$ cat config.mk
export PLATFORM = sky130hd
export DESIGN_NAME = gray_count_rx
export DESIGN_NICKNAME = d
export VERILOG_FILES = /design/src/rtl/gray_pkg.sv /design/src/rtl/gray_count_rx_sync_chain.sv /design/src/rtl/gray_count_rx.sv
export SDC_FILE = /design/constraint.sdc
export NUM_CORES = 1
export LEC_CHECK = 0
export CORE_MARGIN = 8
export CORE_UTILIZATION = 55
export DETAILED_ROUTE_END_ITERATION = 12
export PLACE_DENSITY = 0.83
export SLEW_MARGIN = 10
export SYNTH_ARGS = -nofsm -noshare
export SYNTH_HDL_FRONTEND = slang
export SYNTH_SLANG_ARGS = --single-unit
$ cat constraint.sdc
create_clock -name clk -period 5.1 [get_ports clk]
set_input_delay 1.02 -clock clk [delete_from_list [all_inputs] [get_ports clk]]
set_output_delay 1.02 -clock clk [all_outputs]
set_load 0.005 [all_outputs]
$ cat src/rtl/gray_pkg.sv
// Shared Gray-code helpers and lock FSM encodings for the Gray count receiver.
package gray_pkg;

  localparam int unsigned MAX_W = 32;

  typedef enum logic {
    ACQUIRE = 1'b0,
    LOCKED  = 1'b1
  } state_t;

  // Callers zero-extend narrower counts; leading zeros do not disturb the prefix XOR.
  function automatic logic [MAX_W-1:0] gray2bin(input logic [MAX_W-1:0] g);
    logic [MAX_W-1:0] b;
    b[MAX_W-1] = g[MAX_W-1];
    for (int i = MAX_W - 2; i >= 0; i--) begin
      b[i] = b[i+1] ^ g[i];
    end
    return b;
  endfunction

  function automatic logic [MAX_W-1:0] bin2gray(input logic [MAX_W-1:0] b);
    return b ^ (b >> 1);
  endfunction

  function automatic logic ham_is_one(input logic [MAX_W-1:0] a, input logic [MAX_W-1:0] b);
    logic [MAX_W-1:0] d;
    d = a ^ b;
    return (d != '0) && ((d & (d - MAX_W'(1))) == '0);
  endfunction

endpackage

$ cat src/rtl/gray_count_rx_sync_chain.sv
// Multi-flop synchronizer bringing a foreign-domain Gray count into clk.
module sync_chain #(
  parameter int unsigned WIDTH       = 4,
  parameter int unsigned SYNC_STAGES = 2
) (
  input  logic             clk,
  input  logic             rst,
  input  logic [WIDTH-1:0] d,
  output logic [WIDTH-1:0] q
);

  logic [WIDTH-1:0] stages [SYNC_STAGES];

  always_ff @(posedge clk or negedge rst) begin
    if (!rst) begin
      for (int i = 0; i < int'(SYNC_STAGES); i++) begin
        stages[i] <= '0;
      end
    end else begin
      stages[0] <= d;
      for (int i = 1; i < int'(SYNC_STAGES); i++) begin
        stages[i] <= stages[i-1];
      end
    end
  end

  assign q = stages[SYNC_STAGES-1];

endmodule

$ cat src/rtl/gray_count_rx.sv
// Receives a Gray count from another clock domain, validates each +1 step,
// and exposes the decoded count, per-step ticks and a saturating total.
module gray_count_rx
  import gray_pkg::*;
#(
  parameter int unsigned WIDTH       = 4,
  parameter int unsigned SYNC_STAGES = 2,
  parameter int unsigned ACC_WIDTH   = 16
) (
  input  logic                 clk,
  input  logic                 rst,
  input  logic [WIDTH-1:0]     gray_in,
  input  logic                 clear,
  output logic [WIDTH-1:0]     bin_out,
  output logic                 tick,
  output logic [ACC_WIDTH-1:0] total,
  output logic                 locked,
  output logic                 err_jump,
  output logic                 err_sticky
);

  localparam logic [ACC_WIDTH-1:0] TOTAL_MAX = '1;

  state_t               state_q, state_d;
  logic [WIDTH-1:0]     s, p_q;
  logic [WIDTH-1:0]     s_bin, p_bin;
  logic                 same, step_ok;
  logic [WIDTH-1:0]     bin_d;
  logic                 tick_d, err_d, inc_d;
  logic [ACC_WIDTH-1:0] total_d;
  logic                 sticky_d;

  sync_chain #(
    .WIDTH       (WIDTH),
    .SYNC_STAGES (SYNC_STAGES)
  ) u_sync (
    .clk (clk),
    .rst (rst),
    .d   (gray_in),
    .q   (s)
  );

  // Step classification between the current and previous synchronized samples.
  always_comb begin
    s_bin   = WIDTH'(gray2bin(MAX_W'(s)));
    p_bin   = WIDTH'(gray2bin(MAX_W'(p_q)));
    same    = (s == p_q);
    step_ok = ham_is_one(MAX_W'(s), MAX_W'(p_q)) && (s_bin == p_bin + WIDTH'(1));
  end

  always_ff @(posedge clk or negedge rst) begin
    if (!rst) begin
      state_q <= ACQUIRE;
    end else begin
      state_q <= state_d;
    end
  end

  always_comb begin
    state_d = state_q;
    case (state_q)
      ACQUIRE: if (same) state_d = LOCKED;
      LOCKED:  if (!same && !step_ok) state_d = ACQUIRE;
      default: state_d = ACQUIRE;
    endcase
  end

  always_comb begin
    bin_d  = bin_out;
    tick_d = 1'b0;
    err_d  = 1'b0;
    inc_d  = 1'b0;
    case (state_q)
      ACQUIRE: if (same) bin_d = s_bin;
      LOCKED: begin
        if (!same) begin
          if (step_ok) begin
            bin_d  = s_bin;
            tick_d = 1'b1;
            inc_d  = 1'b1;
          end else begin
            err_d = 1'b1;
          end
        end
      end
      default: ;
    endcase
  end

  // clear wins over the running total, but a same-cycle step or error still lands.
  always_comb begin
    total_d  = total;
    sticky_d = err_sticky | err_d;
    if (clear) begin
      total_d  = inc_d ? ACC_WIDTH'(1) : '0;
      sticky_d = err_d;
    end else if (inc_d && (total != TOTAL_MAX)) begin
      total_d = total + ACC_WIDTH'(1);
    end
  end

  always_ff @(posedge clk or negedge rst) begin
    if (!rst) begin
      p_q        <= '0;
      bin_out    <= '0;
      tick       <= 1'b0;
      err_jump   <= 1'b0;
      err_sticky <= 1'b0;
      total      <= '0;
    end else begin
      p_q        <= s;
      bin_out    <= bin_d;
      tick       <= tick_d;
      err_jump   <= err_d;
      err_sticky <= sticky_d;
      total      <= total_d;
    end
  end

  assign locked = (state_q == LOCKED);

endmodule

## Word level (Yosys, flattened, before mapping)

Index checks and enable logic that the tools add are counted.

| operators by class | value |
|---|---|
| reduce and logical (&&, ||, !) cells | 10 |
| add/subtract/negate cells | 3 |
| bitwise logic cells | 10 |
| eq/ne operators | 6 |
| mux-type cells | 17 |

Operators by type and width:

| operator | number |
|---|---|
| $and A4 B32 Y32 | 1 |
| $logic_not A32 Y1 | 1 |
| $mux W16 | 2 |
| $reduce_bool A32 Y1 | 1 |
| $add A16 B1 Y16 const B | 1 |
| $ne A16 B16 Y1 const B | 1 |
| $mux W4 | 3 |
| $mux W1 | 10 |
| $eq A4 B4 Y1 | 2 |
| $pmux W4 S2 | 1 |
| $xor A1 B1 Y1 | 6 |
| $sub A4 B1 Y5 const B | 1 |
| $add A4 B1 Y4 const B | 1 |
| $logic_and A1 B1 Y1 | 4 |
| $ne A2 B2 Y1 const B | 2 |
| $xor A4 B4 Y4 | 1 |
| $reduce_and A3 Y1 | 1 |
| $logic_not A1 Y1 | 2 |
| $ne A2 B1 Y1 const B | 1 |
| $pmux W1 S2 | 1 |
| $reduce_bool A2 Y1 | 1 |
| $not A1 Y1 | 1 |
| $or A1 B1 Y1 | 1 |

| word-level totals | value |
|---|---|
| output and inout port bits | 24 |
| word-level logic and storage cells | 55 |
| input port bits | 7 |
| bits in registers | 36 |

## Longest topological paths before layout

| logic depth | value |
|---|---|
| depth after elaboration | 12 |
| depth in mapped cells | 11 |
| depth with buffers taken out | 9 |

## By module

From an unflattened synthesis, not the netlist that was laid out.

| second synthesis, totals | value |
|---|---|
| cell total of the unflattened synthesis | 172 |
| area total of the unflattened synthesis | 1820.5 um^2 |

Modules (own cells, without submodules):

| module | area an instance (um^2) | cells each | times used | seq. area each (um^2) |
|---|---|---|---|---|
| gray_count_rx | 1590.3 | 160 | 1 | 700.7 |
| sync_chain | 230.2 | 12 | 1 | 200.2 |

## Worst setup path after synthesis

No wires, ideal clock.

| timing path | value |
|---|---|
| kind | register -> register |
| start | register p_q[2] |
| end | register total[15] |
| buffers on the path | 1 |
| arrival time | 2.752 ns |
| path slack | 2.270 ns |
| library setup time | 0.078 ns |
| stages on the path, launching flop included | 11 |
| cells stage by stage | dfrtp_1 > xor2_1 > ha_1 > xnor2_1 > nand2_1 > nor4_1 > a31oi_1 > or4_4 > buf_6 > or4_1 > a21oi_1 |

| on the way | value |
|---|---|
| cells in the longest elaborated chain, start to end | 11 |
| elaborated cells on any way between the ends | 18 |
| those cells by class | add/sub (2); eq/ne (2); mux (3); bitwise (5); reduce/logical (6) |

RTL lines:

| what | RTL line | RTL |
|---|---|---|
| from (decl) | gray_count_rx.sv:25 | `logic [WIDTH-1:0] s, p_q;` |
| from (signal assigned) | gray_count_rx.sv:111 | `p_q <= s;` |
| $xor A4 B4 Y4 / $xor A1 B1 Y1 (equally long branches) | gray_pkg.sv:27, gray_pkg.sv:16 |  |
| $sub A4 B1 Y5 / $xor A1 B1 Y1 (equally long branches) | gray_pkg.sv:28, gray_pkg.sv:16 |  |
| $and A4 B32 Y32 / $xor A1 B1 Y1 (equally long branches) | gray_pkg.sv:28, gray_pkg.sv:16 |  |
| $logic_not A32 Y1 / $add A4 B1 Y4 (equally long branches) | gray_pkg.sv:28, gray_count_rx.sv:48 |  |
| $logic_and A1 B1 Y1 / $eq A4 B4 Y1 (equally long branches) | gray_pkg.sv:28, gray_count_rx.sv:48 |  |
| $logic_and A1 B1 Y1 | gray_count_rx.sv:48 | `step_ok = ham_is_one(MAX_W'(s), MAX_W'(p_q)) && (s_bin == p_bin + WIDTH'(1));` |
| $mux W1 | gray_count_rx.sv:77 | `if (step_ok) begin` |
| $mux W1 * | gray_count_rx.sv:76 | `if (!same) begin` |
| $mux W1 * | gray_count_rx.sv:73 | `case (state_q)` |
| $logic_and A1 B1 Y1 * | gray_count_rx.sv:97 | `end else if (inc_d && (total != TOTAL_MAX)) begin` |
| $reduce_bool A2 Y1 (no source line) * | - |  |
| to (signal assigned) | gray_count_rx.sv:116 | `total <= total_d;` |
| to (decl) | gray_count_rx.sv:16 | `output logic [ACC_WIDTH-1:0] total,` |

Mark *: on every way between the ends. The rest lies on a longest branch, timed or not.
A chain may end at the register's enable or synchronous reset.

## Worst setup path after layout

Ends and elaborated chain as after synthesis.

==> metrics.cfg <==
[critical_path]
startpoint_type=flop
worstPathRequired_ns=5.35
worstSetupPathType=reg -> reg
worstReg2RegStart=p_q[2]$_DFF_PN0_
cp-end-kind=flop
path_max_fanout=29
startpoint=p_q[2]$_DFF_PN0_
cp_data_arrival_time_ns=3.50

[power]
power-per-cell-area_nw_per_um2=308
vdd.ir_drop.worst_uv=227
power.leakage_nw=0.859

[timing]
layout_min_cycle_time_ns=3.25
final.setup.tns_ns=0
skew_ns=0.00905
final-hold-violation-count=0
setup_viol=0
clock.fmax_mhz=308
tightest_slew_ns=0.667
final_max_slew_viol_count=0
rsz0062_at_grt=no
post-route-period-util_pct=63.7
relSlewSlack_pct=55.4

[floorplanning]
die_w_um=71.7
dieArea_um2=5140
start_util_pct=56.7
die-height_um=71.7
rows=20
num_io_pins=31
core_um2=3000

[clocking]
postCtsHoldBufs=0
clkTransAtPathRegs_ns=0.11
post_cts_resized=0
h-tree-depth=2
cts-buffers-inserted=5
cts_setup_buffers=0
numClockSinks=36
clock_latency_ns=0.34
tritoncts=yes
clock_path_buffers=2
cts_root_buf=clkbuf_4

[flow_run]
drv_cap=0

[yosys]
synthArstFlopShare_pct=100
yosysWarnings=0
netlist_instances=163
netlist_area_um2=1700
ys_types=36
synth_edf_count=0
syn_nets=172
yosysTopAreaCellShare_pct=52.9
synth.area.top_cells=dfrtp_1, or3_1, a21oi_1, o21ai_1, xnor2_1
ys_seq_elements=36
synth_top_cell_by_area=dfrtp_1
synth_flop_cell=dfrtp_1
yosysSeqAreaShare_pct=52.9
avgSynthCellArea_um2=10.5

[detailed_routing]
first_iter_violations=84
ant_nets=0
wl_um=3760
via_per_inst=6.00
dr.pass1.iters=4
wl_per_cell_um=16.4
route.detailed.drc=0
via_count=1373

[grt]
grt_pass1_wl_um=6400
antenna_found_initial=0
grt_pass1_vias=1423
grt_start_max_net_pins=37
gr-total-overflow=0
grt.total_usage_pct=15.6

[outcome]
status=finished clean

[final_layout]
area_growth_pct=24.2
fillerInstances=240
drive_gt1_share_pct=7.14
fin_nets=204
n_antenna_cell=0
final_core_util_pct=70.5

[hold_path]
min_from=u_sync.stages[4]$_DFF_PN0_
min_path_type=reg -> reg

[placed_design]
gp_congestion=0.798
dp_hpwl_um=2690
io_buffers=30

==> layout by cell type (no fill, tap or decap), types with 2 or more instances in the layout <==
cell and n:
xnor2_1 7, clkbuf_4 5, nor2_1 4, nand2_1 12, mux2i_1 3, dfrtp_1 36
nor3_1 3, clkbuf_8 2, and3_1 3, xor2_1 5, nand3_1 5, mux2_1 3
o31ai_1 3, a21oi_1 15, or3_1 13, nand4_1 6, ha_1 2, clkdlybuf4s50_1 30
or2_2 2, o21ai_1 13, or4_1 3, inv_1 6
==> per-layer routing <==
metal	wire length (um)	share of wire, %	vias to the layer above	GRT usage [%]
li1	-	-	655	-
met1	1620	43	678	18.2
met4	21	0.56	0	5.22
met2	1890	50	38	25.2
met3	231	6.1	2	6.42
met5	0	0	-	0
==> layout make-up <==
class	count	area (um^2)	share of cell area, %
sequential	36	901	42.6
multi-input combinational	115	748	35.4
timing repair buffer	31	308	14.5
clock buffer	7	65.1	3.08
tap	33	41.3	1.95
clock inverter	1	30.0	1.42
inverter	6	22.5	1.06
==> worst max-delay path, stage by stage (launching register included) <==
cell     delay, ns
dfrtp_1       0.42
xor2_1        0.30
ha_1          0.31
xnor2_1       0.24
nand2_1       0.12
nor4_1        0.24
a31oi_1       0.12
or4_4         0.70
or4_1         0.56
a21oi_1       0.16
==> sequential cells by signal, indices dropped and copies added (netlist names) <==
name and count:
err_jump 1, err_sticky 1, u_sync.stages 4, u_sync.q 4
tick 1, bin_out 4, p_q 4, locked 1
total 16
==> kinds of logic (layout without fill, tap and decap cells) <==
| logic type | after synthesis | count (layout) | synth area share, % |
|---|---|---|---|
| multiplexers | 7 | 7 | 4.41 |
| adder cells (fa/ha/maj) | 2 | 2 | 1.47 |
| AND/OR/NAND/NOR | 56 | 56 | 18.4 |
| AO/OA/AOI/OAI | 37 | 37 | 12.5 |
| buffers and inverters | 12 | 45 | 3.23 |
| XOR/XNOR | 13 | 13 | 7.12 |
| flip-flops | 36 | 36 | 52.9 |
==> through the flow <==
step | setup slack, ns | power [mW] | hold WS [ns] | instance area, um^2 | std cells
after floorplan | 2.27 | 0.376 | 0.331 | 1700 | 163
after global routing | 1.78 | 0.682 | 0.368 | 2120 | 229
after global placement | 2.15 | 0.427 | 0.331 | 2020 | 221
after detailed placement | 1.95 | 0.436 | 0.341 | 2020 | 221
final | 1.85 | 0.653 | 0.355 | 2120 | 229
after CTS | 1.89 | 0.663 | 0.349 | 2120 | 229
==> where the power goes <==
| group | internal [mW] | switching (mW) |
|---|---|---|
| Combinational | 0.0607 | 0.0455 |
| Clock | 0.130 | 0.0940 |
| Sequential | 0.307 | 0.0147 |
| Total | 0.498 | 0.154 |
==> cell usage after synthesis, drive strengths merged (2+ instances only) <==
cell    count
nor3        3
buf         4
mux2        4
or2         2
dfrtp      36
or3        13
nand4       6
ha          2
mux2i       3
or4         4
a21oi      15
and3        3
xor2        5
o31ai       3
clkbuf      2
nand3       5
o21ai      13
nand2      12
inv         6
nor2        4
xnor2       8
==> final timing paths <==
kind                                           to  slack (ns)  depth (start not counted)
setup / recovery            total[15]$_DFFE_PN0P_        1.85                          9
hold / removal              u_sync.q[0]$_DFF_PN0_        0.35                          0
setup reg to reg            total[15]$_DFFE_PN0P_        1.85                          9
hold reg to reg             u_sync.q[0]$_DFF_PN0_        0.35                          0
max in group asynchronous    total[9]$_DFFE_PN0P_        3.69                          2
min in group asynchronous  bin_out[2]$_DFFE_PN0P_        1.08                          2
No activity file was read; power rests on OpenSTA's default activity.
